## src/rtl/mem_arb_pkg.sv

```systemverilog
// Shared types for the IF/DM memory port arbiter.
// State, grant source and access-size constants.
package mem_arb_pkg;

    typedef enum logic [1:0] {
        IDLE    = 2'd0,
        BUSY_IF = 2'd1,
        BUSY_DM = 2'd2
    } arb_state_e;

    typedef enum logic {
        GNT_IF = 1'b0,
        GNT_DM = 1'b1
    } gnt_src_e;

    localparam logic [2:0] SIZE_WORD = 3'b010;
    localparam int         STREAK_W  = 4;

endpackage

```

## src/rtl/mem_port_arbiter_if.sv

```systemverilog
// Bundle of the IF port, DM port and memory bus.
// master = arbiter side, slave = pipeline/memory side.
interface mem_port_arbiter_if #(
    parameter int ADDR_W = 32,
    parameter int DATA_W = 32
);
    logic              if_req;
    logic [ADDR_W-1:0] if_addr;
    logic              if_kill;
    logic [DATA_W-1:0] if_rdata;
    logic              if_done;

    logic              dm_req;
    logic              dm_we;
    logic [2:0]        dm_size;
    logic [ADDR_W-1:0] dm_addr;
    logic [DATA_W-1:0] dm_wdata;
    logic [DATA_W-1:0] dm_rdata;
    logic              dm_done;

    logic              mem_req;
    logic              mem_we;
    logic [2:0]        mem_size;
    logic [ADDR_W-1:0] mem_addr;
    logic [DATA_W-1:0] mem_wdata;
    logic [DATA_W-1:0] mem_rdata;
    logic              mem_ready;

    logic              stall_if;
    logic              stall_mem;

    modport master (
        input  if_req, if_addr, if_kill,
        input  dm_req, dm_we, dm_size,
        input  dm_addr, dm_wdata,
        input  mem_rdata, mem_ready,
        output if_rdata, if_done,
        output dm_rdata, dm_done,
        output mem_req, mem_we, mem_size,
        output mem_addr, mem_wdata,
        output stall_if, stall_mem
    );

    modport slave (
        output if_req, if_addr, if_kill,
        output dm_req, dm_we, dm_size,
        output dm_addr, dm_wdata,
        output mem_rdata, mem_ready,
        input  if_rdata, if_done,
        input  dm_rdata, dm_done,
        input  mem_req, mem_we, mem_size,
        input  mem_addr, mem_wdata,
        input  stall_if, stall_mem
    );

endinterface

```

## src/rtl/mem_arb_streak.sv

```systemverilog
// Saturating count of DM grants won while IF waits.
// at_max tells the arbiter to hand the next slot to IF.
module mem_arb_streak
    import mem_arb_pkg::*;
#(
    parameter int MAX = 4
) (
    input  logic clk,
    input  logic rst,
    input  logic inc,
    input  logic clr,
    output logic at_max
);

    localparam logic [STREAK_W-1:0] MAX_V = STREAK_W'(MAX);

    logic [STREAK_W-1:0] cnt_q;
    logic [STREAK_W-1:0] cnt_d;

    // clear wins; increment stops at the ceiling
    always_comb begin
        cnt_d = cnt_q;
        if (clr) begin
            cnt_d = '0;
        end else if (inc && (cnt_q != MAX_V)) begin
            cnt_d = cnt_q + 1'b1;
        end
    end

    // streak register
    always_ff @(posedge clk) begin
        if (rst) begin
            cnt_q <= '0;
        end else begin
            cnt_q <= cnt_d;
        end
    end

    assign at_max = (cnt_q == MAX_V);

endmodule

```

## src/rtl/mem_port_arbiter.sv

```systemverilog
// Single-port memory shared by fetch and data stages.
// One registered transaction at a time, DM first, IF anti-starvation.
module mem_port_arbiter
    import mem_arb_pkg::*;
#(
    parameter int ADDR_W        = 32,
    parameter int DATA_W        = 32,
    parameter int MAX_DM_STREAK = 4
) (
    input logic               clk,
    input logic               rst,
    mem_port_arbiter_if.master bus
);

    arb_state_e        state_q, state_d;
    logic              mem_req_q, mem_req_d;
    logic              mem_we_q, mem_we_d;
    logic [2:0]        mem_size_q, mem_size_d;
    logic [ADDR_W-1:0] mem_addr_q, mem_addr_d;
    logic [DATA_W-1:0] mem_wdata_q, mem_wdata_d;
    logic              if_done_q, if_done_d;
    logic              dm_done_q, dm_done_d;
    logic [DATA_W-1:0] if_rdata_q, if_rdata_d;
    logic [DATA_W-1:0] dm_rdata_q, dm_rdata_d;
    logic              kill_pend_q, kill_pend_d;

    logic     if_req_eff;
    logic     dm_req_eff;
    logic     gnt_vld;
    gnt_src_e gnt_src;
    logic     xfer;
    logic     at_max;
    logic     streak_inc;
    logic     streak_clr;

    // pick a winner while idle; a port's own done masks it
    always_comb begin
        if_req_eff = bus.if_req & ~if_done_q & ~bus.if_kill;
        dm_req_eff = bus.dm_req & ~dm_done_q;
        gnt_vld    = 1'b0;
        gnt_src    = GNT_DM;
        if (state_q == IDLE) begin
            if (if_req_eff && dm_req_eff && at_max) begin
                gnt_vld = 1'b1;
                gnt_src = GNT_IF;
            end else if (dm_req_eff) begin
                gnt_vld = 1'b1;
                gnt_src = GNT_DM;
            end else if (if_req_eff) begin
                gnt_vld = 1'b1;
                gnt_src = GNT_IF;
            end
        end
        streak_inc = gnt_vld & (gnt_src == GNT_DM) & bus.if_req;
        streak_clr = ~bus.if_req
                   | (gnt_vld & (gnt_src == GNT_IF));
    end

    mem_arb_streak #(
        .MAX (MAX_DM_STREAK)
    ) u_streak (
        .clk    (clk),
        .rst    (rst),
        .inc    (streak_inc),
        .clr    (streak_clr),
        .at_max (at_max)
    );

    // next state, bus launch, completion and kill tracking
    always_comb begin
        state_d     = state_q;
        mem_req_d   = mem_req_q;
        mem_we_d    = mem_we_q;
        mem_size_d  = mem_size_q;
        mem_addr_d  = mem_addr_q;
        mem_wdata_d = mem_wdata_q;
        if_done_d   = 1'b0;
        dm_done_d   = 1'b0;
        if_rdata_d  = if_rdata_q;
        dm_rdata_d  = dm_rdata_q;
        kill_pend_d = kill_pend_q;
        xfer        = mem_req_q & bus.mem_ready;
        case (state_q)
            IDLE: begin
                if (gnt_vld) begin
                    mem_req_d = 1'b1;
                    if (gnt_src == GNT_IF) begin
                        mem_we_d    = 1'b0;
                        mem_size_d  = SIZE_WORD;
                        mem_addr_d  = bus.if_addr;
                        mem_wdata_d = '0;
                        state_d     = BUSY_IF;
                    end else begin
                        mem_we_d    = bus.dm_we;
                        mem_size_d  = bus.dm_size;
                        mem_addr_d  = bus.dm_addr;
                        mem_wdata_d = bus.dm_wdata;
                        state_d     = BUSY_DM;
                    end
                end
            end
            BUSY_IF: begin
                if (bus.if_kill) begin
                    kill_pend_d = 1'b1;
                end
                if (xfer) begin
                    mem_req_d   = 1'b0;
                    kill_pend_d = 1'b0;
                    state_d     = IDLE;
                    if (!(kill_pend_q || bus.if_kill)) begin
                        if_done_d  = 1'b1;
                        if_rdata_d = bus.mem_rdata;
                    end
                end
            end
            BUSY_DM: begin
                if (xfer) begin
                    mem_req_d  = 1'b0;
                    state_d    = IDLE;
                    dm_done_d  = 1'b1;
                    dm_rdata_d = bus.mem_rdata;
                end
            end
            default: begin
                state_d   = IDLE;
                mem_req_d = 1'b0;
            end
        endcase
    end

    // state and output registers
    always_ff @(posedge clk) begin
        if (rst) begin
            state_q     <= IDLE;
            mem_req_q   <= 1'b0;
            mem_we_q    <= 1'b0;
            mem_size_q  <= '0;
            mem_addr_q  <= '0;
            mem_wdata_q <= '0;
            if_done_q   <= 1'b0;
            dm_done_q   <= 1'b0;
            if_rdata_q  <= '0;
            dm_rdata_q  <= '0;
            kill_pend_q <= 1'b0;
        end else begin
            state_q     <= state_d;
            mem_req_q   <= mem_req_d;
            mem_we_q    <= mem_we_d;
            mem_size_q  <= mem_size_d;
            mem_addr_q  <= mem_addr_d;
            mem_wdata_q <= mem_wdata_d;
            if_done_q   <= if_done_d;
            dm_done_q   <= dm_done_d;
            if_rdata_q  <= if_rdata_d;
            dm_rdata_q  <= dm_rdata_d;
            kill_pend_q <= kill_pend_d;
        end
    end

    assign bus.mem_req   = mem_req_q;
    assign bus.mem_we    = mem_we_q;
    assign bus.mem_size  = mem_size_q;
    assign bus.mem_addr  = mem_addr_q;
    assign bus.mem_wdata = mem_wdata_q;
    assign bus.if_done   = if_done_q;
    assign bus.dm_done   = dm_done_q;
    assign bus.if_rdata  = if_rdata_q;
    assign bus.dm_rdata  = dm_rdata_q;
    assign bus.stall_if  = bus.if_req & ~if_done_q;
    assign bus.stall_mem = bus.dm_req & ~dm_done_q;

endmodule

```

## src/flat_wrapper.sv

```systemverilog
// flat-port wrapper written by rule: the top's interface ports become plain ports
module mem_port_arbiter_flat import mem_arb_pkg::*;
#(
    parameter int ADDR_W        = 32,
    parameter int DATA_W        = 32,
    parameter int MAX_DM_STREAK = 4
)
  (clk, rst, bus_if_req, bus_if_addr, bus_if_kill, bus_dm_req, bus_dm_we, bus_dm_size, bus_dm_addr, bus_dm_wdata, bus_mem_rdata, bus_mem_ready, bus_if_rdata, bus_if_done, bus_dm_rdata, bus_dm_done, bus_mem_req, bus_mem_we, bus_mem_size, bus_mem_addr, bus_mem_wdata, bus_stall_if, bus_stall_mem);
  mem_port_arbiter_if #(.ADDR_W(ADDR_W), .DATA_W(DATA_W)) bus_i ();
  input logic clk;
  input logic rst;
  input wire logic [$bits(bus_i.if_req)-1:0] bus_if_req;
  input wire logic [$bits(bus_i.if_addr)-1:0] bus_if_addr;
  input wire logic [$bits(bus_i.if_kill)-1:0] bus_if_kill;
  input wire logic [$bits(bus_i.dm_req)-1:0] bus_dm_req;
  input wire logic [$bits(bus_i.dm_we)-1:0] bus_dm_we;
  input wire logic [$bits(bus_i.dm_size)-1:0] bus_dm_size;
  input wire logic [$bits(bus_i.dm_addr)-1:0] bus_dm_addr;
  input wire logic [$bits(bus_i.dm_wdata)-1:0] bus_dm_wdata;
  input wire logic [$bits(bus_i.mem_rdata)-1:0] bus_mem_rdata;
  input wire logic [$bits(bus_i.mem_ready)-1:0] bus_mem_ready;
  output wire logic [$bits(bus_i.if_rdata)-1:0] bus_if_rdata;
  output wire logic [$bits(bus_i.if_done)-1:0] bus_if_done;
  output wire logic [$bits(bus_i.dm_rdata)-1:0] bus_dm_rdata;
  output wire logic [$bits(bus_i.dm_done)-1:0] bus_dm_done;
  output wire logic [$bits(bus_i.mem_req)-1:0] bus_mem_req;
  output wire logic [$bits(bus_i.mem_we)-1:0] bus_mem_we;
  output wire logic [$bits(bus_i.mem_size)-1:0] bus_mem_size;
  output wire logic [$bits(bus_i.mem_addr)-1:0] bus_mem_addr;
  output wire logic [$bits(bus_i.mem_wdata)-1:0] bus_mem_wdata;
  output wire logic [$bits(bus_i.stall_if)-1:0] bus_stall_if;
  output wire logic [$bits(bus_i.stall_mem)-1:0] bus_stall_mem;
  assign bus_i.if_req = bus_if_req;
  assign bus_i.if_addr = bus_if_addr;
  assign bus_i.if_kill = bus_if_kill;
  assign bus_i.dm_req = bus_dm_req;
  assign bus_i.dm_we = bus_dm_we;
  assign bus_i.dm_size = bus_dm_size;
  assign bus_i.dm_addr = bus_dm_addr;
  assign bus_i.dm_wdata = bus_dm_wdata;
  assign bus_i.mem_rdata = bus_mem_rdata;
  assign bus_i.mem_ready = bus_mem_ready;
  assign bus_if_rdata = bus_i.if_rdata;
  assign bus_if_done = bus_i.if_done;
  assign bus_dm_rdata = bus_i.dm_rdata;
  assign bus_dm_done = bus_i.dm_done;
  assign bus_mem_req = bus_i.mem_req;
  assign bus_mem_we = bus_i.mem_we;
  assign bus_mem_size = bus_i.mem_size;
  assign bus_mem_addr = bus_i.mem_addr;
  assign bus_mem_wdata = bus_i.mem_wdata;
  assign bus_stall_if = bus_i.stall_if;
  assign bus_stall_mem = bus_i.stall_mem;
  mem_port_arbiter #(.ADDR_W(ADDR_W), .DATA_W(DATA_W), .MAX_DM_STREAK(MAX_DM_STREAK)) u_core (.clk(clk), .rst(rst), .bus(bus_i));
endmodule
```

## config.mk

```make
export PLATFORM = sky130hd
export DESIGN_NAME = mem_port_arbiter_flat
export DESIGN_NICKNAME = d
export VERILOG_FILES = /design/src/rtl/mem_arb_pkg.sv /design/src/rtl/mem_port_arbiter_if.sv /design/src/rtl/mem_arb_streak.sv /design/src/rtl/mem_port_arbiter.sv /design/src/flat_wrapper.sv
export SDC_FILE = /design/constraint.sdc
export NUM_CORES = 1
export LEC_CHECK = 0
export ABC_AREA = 1
export BUFFER_PORTS_ARGS = -buffer_cell sky130_fd_sc_hd__buf_4
export CORE_MARGIN = 2
export CORE_UTILIZATION = 50
export DETAILED_ROUTE_END_ITERATION = 7
export PLACE_DENSITY_LB_ADDON = 0.12
export SKIP_CTS_REPAIR_TIMING = 1
export SLEW_MARGIN = 40
export SYNTH_ARGS = -nofsm -noshare
export SYNTH_HDL_FRONTEND = slang
export SYNTH_SLANG_ARGS = --single-unit
```

## constraint.sdc

```tcl
create_clock -name clk -period 2.72 [get_ports clk]
set_input_delay 0.544 -clock clk [delete_from_list [all_inputs] [get_ports clk]]
set_output_delay 0.544 -clock clk [all_outputs]
set_load 0.03 [all_outputs]
```

==> flow_summary_export.csv, run 1 <==
group,metric,value,unit
hold_path,whs_path_depth,3,
clocking,cts_buffer_depth,2,
grt,grt_pass1_vias,5508,
synth,syn_area,0.005889,mm^2
worst_setup_path,end_kind,"flop",
worst_setup_path,startpoint_type,"flop",
synth,netlist-cell-type-count,24,
synth,avgSynthCellArea,7.389,um^2
finish,layout-drive-gt1-share,31.19,%
run_status,status,"finished clean",
placement,gp_congestion,0.8393,
timing,maxSlewViolCount,0,
clocking,clock-sinks,142,
power,power_switching,1.657,mW
hold_path,hold_path_end,"u_core.bus.mem_size[1]$_SDFFE_PP0P_",
grt,grt_util_met2,43.01,%
finish,final_cell_mix,"buf_4, dfxtp_1, nand2_1",
worst_setup_path,ff2ff_setup_slack,0.80,ns
grt,antenna_found_initial,0,
power,leakage,4.056,nW
worst_setup_path,r2r_end,"u_core.bus.mem_addr[25]$_SDFFE_PP0P_",
routing,finalWirelength,17210,um
finish,antenna_cells,0,
synth,synth_cells,797,
timing,fin_worst_skew,0.008735,ns
routing,drtAntennaViolNets,0,
timing,max_freq,0.5219,GHz
clocking,cts_tree,"built",
routing,first_pass_iters,5,
synth,synth_fp_nets,940,
clocking,clk_pin_slew,0.06,ns
floorplan,rows,39,
power,internal-power,4.152,mW
floorplan,io_pins,275,
worst_setup_path,cp_data_required_time,3.04,ns
routing,drc_errors,0,
synth,seq_area_frac_synth,48.27,%
clocking,cts_root_buf,"clkbuf_16",
routing,via_count,6108,
timing,tightest_slew,0.7937,ns
floorplan,die_area,0.01266,mm^2
power,pwr-share-comb,20.0,%
grt,grt-busiest-layer,"met2",
placement,pre_cts_slack,0.6547,ns
floorplan,fp.dieH,112.5,um
timing,setup_viol,0,
grt,grt_usage,26.35,%
synth,synth-seq-cells,142,
clocking,h-tree-depth,4,
floorplan,coreArea,0.01147,mm^2
finish,final_common_cell,"buf_4",
hold_path,worstHoldStart,"bus_dm_size[1]",
timing,worst_slack,0.8040,ns
worst_setup_path,reg2reg_depth,9,
worst_setup_path,cp_data_arrival_time,2.24,ns
clocking,insertion_delay,0.41,ns
finish,fill_cells,955,
timing,min_period,1.916,ns
routing,wl_per_cell,14.33,um
synth,synth_warnings,0,
routing,routed_via_density,5.086,
hold_path,worstHoldPathType,"input pin to flop",
worst_setup_path,crit_type,"flop to flop",
worst_setup_path,reg2reg_from,"u_core.u_streak.cnt_q[0]$_SDFFE_PP0P_",
timing,worst_slew_margin_rel,47.09,%
grt,grt_pass1_wl,26760,um
timing,hold_viol,0,
finish,syn2layout_area_growth,45.55,%
grt,grt_max_degree,74,
power,seqPwrFrac,39.3,%
grt,grt_overflow,0,
finish,nNetsFinal,1188,
run,maxCapViolations,0,
timing,fin_setup_tns,0,ns
power,pwr-share-clk,40.8,%
floorplan,die-width,112.5,um
grt,use_met1,31.07,%
floorplan,start_util,51.36,%
power,swShare,28.52,%
worst_setup_path,crit_fanout,34,
power,worst_ir_drop_vdd,0.5045,mV
power,power.density,677.6,mW/mm^2
clocking,cts_buffers,17,
timing,period_share,70.44,%
grt,use_met3,10.21,%
timing,rsz0062_at_grt,"false",
routing,drt_iter0_drc,589,
placement,portBuffers,274,
placement,dpl.hpwl,11770,um
[per-layer routing]
layer	vias up	part of all wire [%]
met3	27	9.9
met5	-	0
met2	269	48
li1	3070	-
met1	2742	39
met4	0	2.5
[per-stage QoR]
| stage | instances | hold WS (ns) | util [%] | cell area (um^2) | total power [mW] |
|---|---|---|---|---|---|
| after global placement | 1169 | 0.4318 | 69.37 | 7955 | 3.466 |
| after floorplan | 797 | 0.4541 | - | 5889 | 3.027 |
| after detailed placement | 1169 | 0.4366 | 69.37 | 7955 | 3.481 |
| final | 1201 | 0.3666 | 74.75 | 8572 | 5.809 |
| after global routing | 1201 | 0.3483 | 74.75 | 8572 | 6.057 |
| after CTS | 1201 | 0.3465 | 74.75 | 8572 | 5.850 |
[power groups by stage]
stage / registers (mW) / clock network (mW) / logic, mW
floorplan: 2.57 / 0 / 0.459
global placement: 2.32 / 0 / 1.15
detailed placement: 2.32 / 0 / 1.16
CTS: 2.28 / 2.41 / 1.16
global route: 2.29 / 2.51 / 1.26
finish: 2.28 / 2.37 / 1.16
[flip-flops by register name, summed over array words and instances, names as in the netlist]
signal	cells
u_core.bus.mem_size	3
u_core.kill_pend_q	1
u_core.state_q	2
u_core.bus.mem_wdata	32
u_core.bus.dm_rdata	32
u_core.bus.mem_we	1
u_core.u_streak.cnt_q	4
u_core.bus.dm_done	1
u_core.bus.mem_addr	32
u_core.bus.if_done	1
u_core.bus.mem_req	1
u_core.bus.if_rdata	32
[cell type report]
type / instances / area, um^2 / share of cell area [%]
Clock buffer: 19 / 452.9 / 5.284
Clock inverter: 13 / 163.9 / 1.912
Inverter: 111 / 416.7 / 4.861
Multi-Input combinational cell: 484 / 2322 / 27.09
Sequential cell: 142 / 2843 / 33.16
Tap cell: 143 / 178.9 / 2.087
Timing Repair Buffer: 289 / 2195 / 25.60
[critical path: stages, from the launching register on]
cell and delay, ns:
dfxtp_1 0.36, inv_1 0.09, ha_1 0.15, nand3_1 0.11, nand2_2 0.11, buf_4 0.23
nand3_4 0.37, nand2_1 0.18, nand3_1 0.09, a21oi_1 0.15
[kinds of logic after synthesis]
family	Yosys count	share of synthesized area, %
XOR/XNOR	1	0.1487
flip-flops	142	48.27
AND/OR/NAND/NOR	305	23.20
AO/OA/AOI/OAI	173	14.94
buffers and inverters	171	12.39
adder cells (fa/ha/maj)	5	1.062
[synth_stat cells (all sizes together)]
cell type  number  share of area, %
dfxtp         142                48
nand2         118               7.6
inv           111               7.1
a21oi         107               9.3
nand3          76               6.8
nor2           72               4.7
o21ai          65               5.5
nand4          37               3.9
buf            30               3.4
clkbuf         30               1.9
ha              5               1.1
and2            1              0.11
nor3            1             0.085
o21a            1              0.13
xor2            1              0.15
[worst max-delay path by stage]
stage	start	to	slack, ns	cells after the start
6_report	u_core.u_streak.cnt_q[0]$_SDFFE_PP0P_	u_core.bus.mem_addr[25]$_SDFFE_PP0P_	0.80	9
5_1_grt	u_core.u_streak.cnt_q[0]$_SDFFE_PP0P_	u_core.bus.mem_addr[25]$_SDFFE_PP0P_	0.62	9
4_1_cts	u_core.u_streak.cnt_q[0]$_SDFFE_PP0P_	u_core.bus.mem_addr[25]$_SDFFE_PP0P_	0.81	9
3_5_place_dp	bus_dm_req	u_core.bus.mem_addr[10]$_SDFFE_PP0P_	0.65	9
3_3_place_gp	bus_dm_req	u_core.u_streak.cnt_q[3]$_SDFFE_PP0P_	0.67	8
2_1_floorplan	bus_dm_req	u_core.bus.mem_wdata[24]$_SDFFE_PP0P_	1.12	7
Note: power is estimated with default switching activity, not from simulation.
==> run 2, diff against run 1 <==
CORE_UTILIZATION = 42   (was 50)
clock period = 1.75 ns   (was 2.72 ns; I/O delays follow)
==> flow_summary_export.csv, run 2 (synthesis results as in run 1) <==
group,metric,value,unit
finish,layout-drive-gt1-share,31.68,%
clocking,h-tree-depth,4,
timing,maxSlewViolCount,0,
grt,grt_max_degree,74,
worst_setup_path,crit_fanout,25,
routing,via_count,6031,
finish,final_common_cell,"buf_4",
power,pwr-share-comb,20.8,%
grt,grt_util_met2,35.66,%
hold_path,worstHoldPathType,"input pin to flop",
timing,min_period,1.603,ns
timing,rsz0062_at_grt,"false",
timing,fin_setup_tns,0,ns
routing,first_pass_iters,4,
grt,grt-busiest-layer,"met2",
timing,worst_slew_margin_rel,77.57,%
finish,final_cell_mix,"buf_4, dfxtp_1, nand2_1",
placement,gp_congestion,0.7986,
worst_setup_path,r2r_end,"u_core.bus.mem_wdata[14]$_SDFFE_PP0P_",
clocking,cts_buffer_depth,2,
finish,nNetsFinal,1197,
run,maxCapViolations,0,
worst_setup_path,startpoint_type,"flop",
floorplan,rows,43,
floorplan,start_util,42.76,%
worst_setup_path,ff2ff_setup_slack,0.15,ns
worst_setup_path,end_kind,"flop",
finish,syn2layout_area_growth,48.80,%
power,seqPwrFrac,39.1,%
hold_path,worstHoldStart,"bus_dm_size[1]",
clocking,cts_buffers,17,
power,power.density,1037,mW/mm^2
grt,use_met3,7.900,%
hold_path,hold_path_end,"u_core.bus.mem_size[1]$_SDFFE_PP0P_",
power,internal-power,6.447,mW
finish,final_util,63.63,%
worst_setup_path,cp_data_arrival_time,1.94,ns
timing,max_freq,0.6237,GHz
clocking,cts_root_buf,"clkbuf_16",
timing,tightest_slew,0.3364,ns
timing,setup_viol,0,
power,leakage,4.128,nW
routing,routed_via_density,4.836,
clocking,insertion_delay,0.41,ns
finish,antenna_cells,0,
worst_setup_path,crit_type,"flop to flop",
floorplan,die_area,0.01499,mm^2
grt,grt_pass1_vias,5513,
routing,finalWirelength,17540,um
routing,drtAntennaViolNets,0,
placement,dpl.hpwl,11970,um
grt,antenna_found_initial,0,
routing,wl_per_cell,14.07,um
grt,grt_pass1_wl,26940,um
power,worst_ir_drop_vdd,0.7022,mV
worst_setup_path,reg2reg_depth,8,
power,swShare,29.03,%
clocking,clk_pin_slew,0.06,ns
floorplan,fp.dieH,122.4,um
run_status,status,"finished clean",
finish,fill_cells,1276,
routing,drc_errors,0,
placement,portBuffers,274,
clocking,cts_tree,"built",
worst_setup_path,cp_data_required_time,2.09,ns
worst_setup_path,reg2reg_from,"u_core.state_q[0]$_SDFFE_PP0P_",
hold_path,whs_path_depth,3,
floorplan,io_pins,275,
grt,use_met1,28.53,%
power,pwr-share-clk,40.1,%
timing,fin_worst_skew,0.009440,ns
timing,hold_viol,0,
grt,grt_overflow,0,
power,power_switching,2.637,mW
routing,drt_iter0_drc,344,
timing,period_share,91.62,%
clocking,clock-sinks,142,
floorplan,coreArea,0.01377,mm^2
floorplan,die-width,122.4,um
grt,grt_usage,22.46,%
timing,hold_ws,0.1685,ns
==> run 2: final cells by class <==
cell class	count	area, um^2	share of cell area [%]
clock inverters	13	163.9	1.870
multi-input cells	484	2330	26.58
inverters	111	419.2	4.783
well taps	180	225.2	2.570
flip-flops and latches	142	2843	32.44
repair buffers	298	2350	26.81
clock buffers	19	432.9	4.940
==> run 2: worst max path at each step <==
stage,from,end,slack (ns),cells past startpoint
after global routing,u_core.u_streak.cnt_q[1]$_SDFFE_PP0P_,u_core.u_streak.cnt_q[2]$_SDFFE_PP0P_,0.02,8
final,u_core.state_q[0]$_SDFFE_PP0P_,u_core.bus.mem_wdata[14]$_SDFFE_PP0P_,0.15,8
after global placement,u_core.state_q[0]$_SDFFE_PP0P_,u_core.u_streak.cnt_q[3]$_SDFFE_PP0P_,0.14,8
after CTS,u_core.state_q[0]$_SDFFE_PP0P_,u_core.bus.mem_addr[13]$_SDFFE_PP0P_,0.09,8
after floorplan,u_core.bus.dm_done$_SDFF_PP0_,u_core.bus.mem_addr[10]$_SDFFE_PP0P_,0.16,8
after detailed placement,u_core.state_q[0]$_SDFFE_PP0P_,u_core.u_streak.cnt_q[1]$_SDFFE_PP0P_,0.10,8
==> run 2: power groups by stage <==
stage	Clock, mW	Combinational, mW	Sequential, mW
finish	3.65	1.89	3.55
global route	3.86	2.04	3.57
CTS	3.71	1.85	3.55
detailed placement	0	1.84	3.62
global placement	0	1.84	3.61
floorplan	0	0.714	3.99
==> run 2: critical path, cell delays in order (launching register included) <==
cell,delay (ns)
dfxtp_1,0.32
inv_1,0.08
ha_2,0.23
inv_1,0.08
a21oi_4,0.22
buf_4,0.18
clkbuf_16,0.19
nand3_1,0.08
a21oi_1,0.13
==> run 2: per-stage QoR <==
stage                     cell area [um^2]  setup slack, ns  total power, mW  instances
after floorplan                       5889           0.1563            4.705        797
after global placement                8117           0.1441            5.446       1213
after detailed placement              8117           0.1033            5.461       1213
after CTS                             8713          0.09269            9.110       1245
after global routing                  8763          0.02153            9.472       1247
final                                 8763           0.1467            9.084       1247
==> run 2: routing by layer <==
metal | routed length [um] | up-vias
met5 | 0 | -
met3 | 1661 | 13
met4 | 210 | 0
li1 | - | 3091
met2 | 8296 | 232
met1 | 7376 | 2695
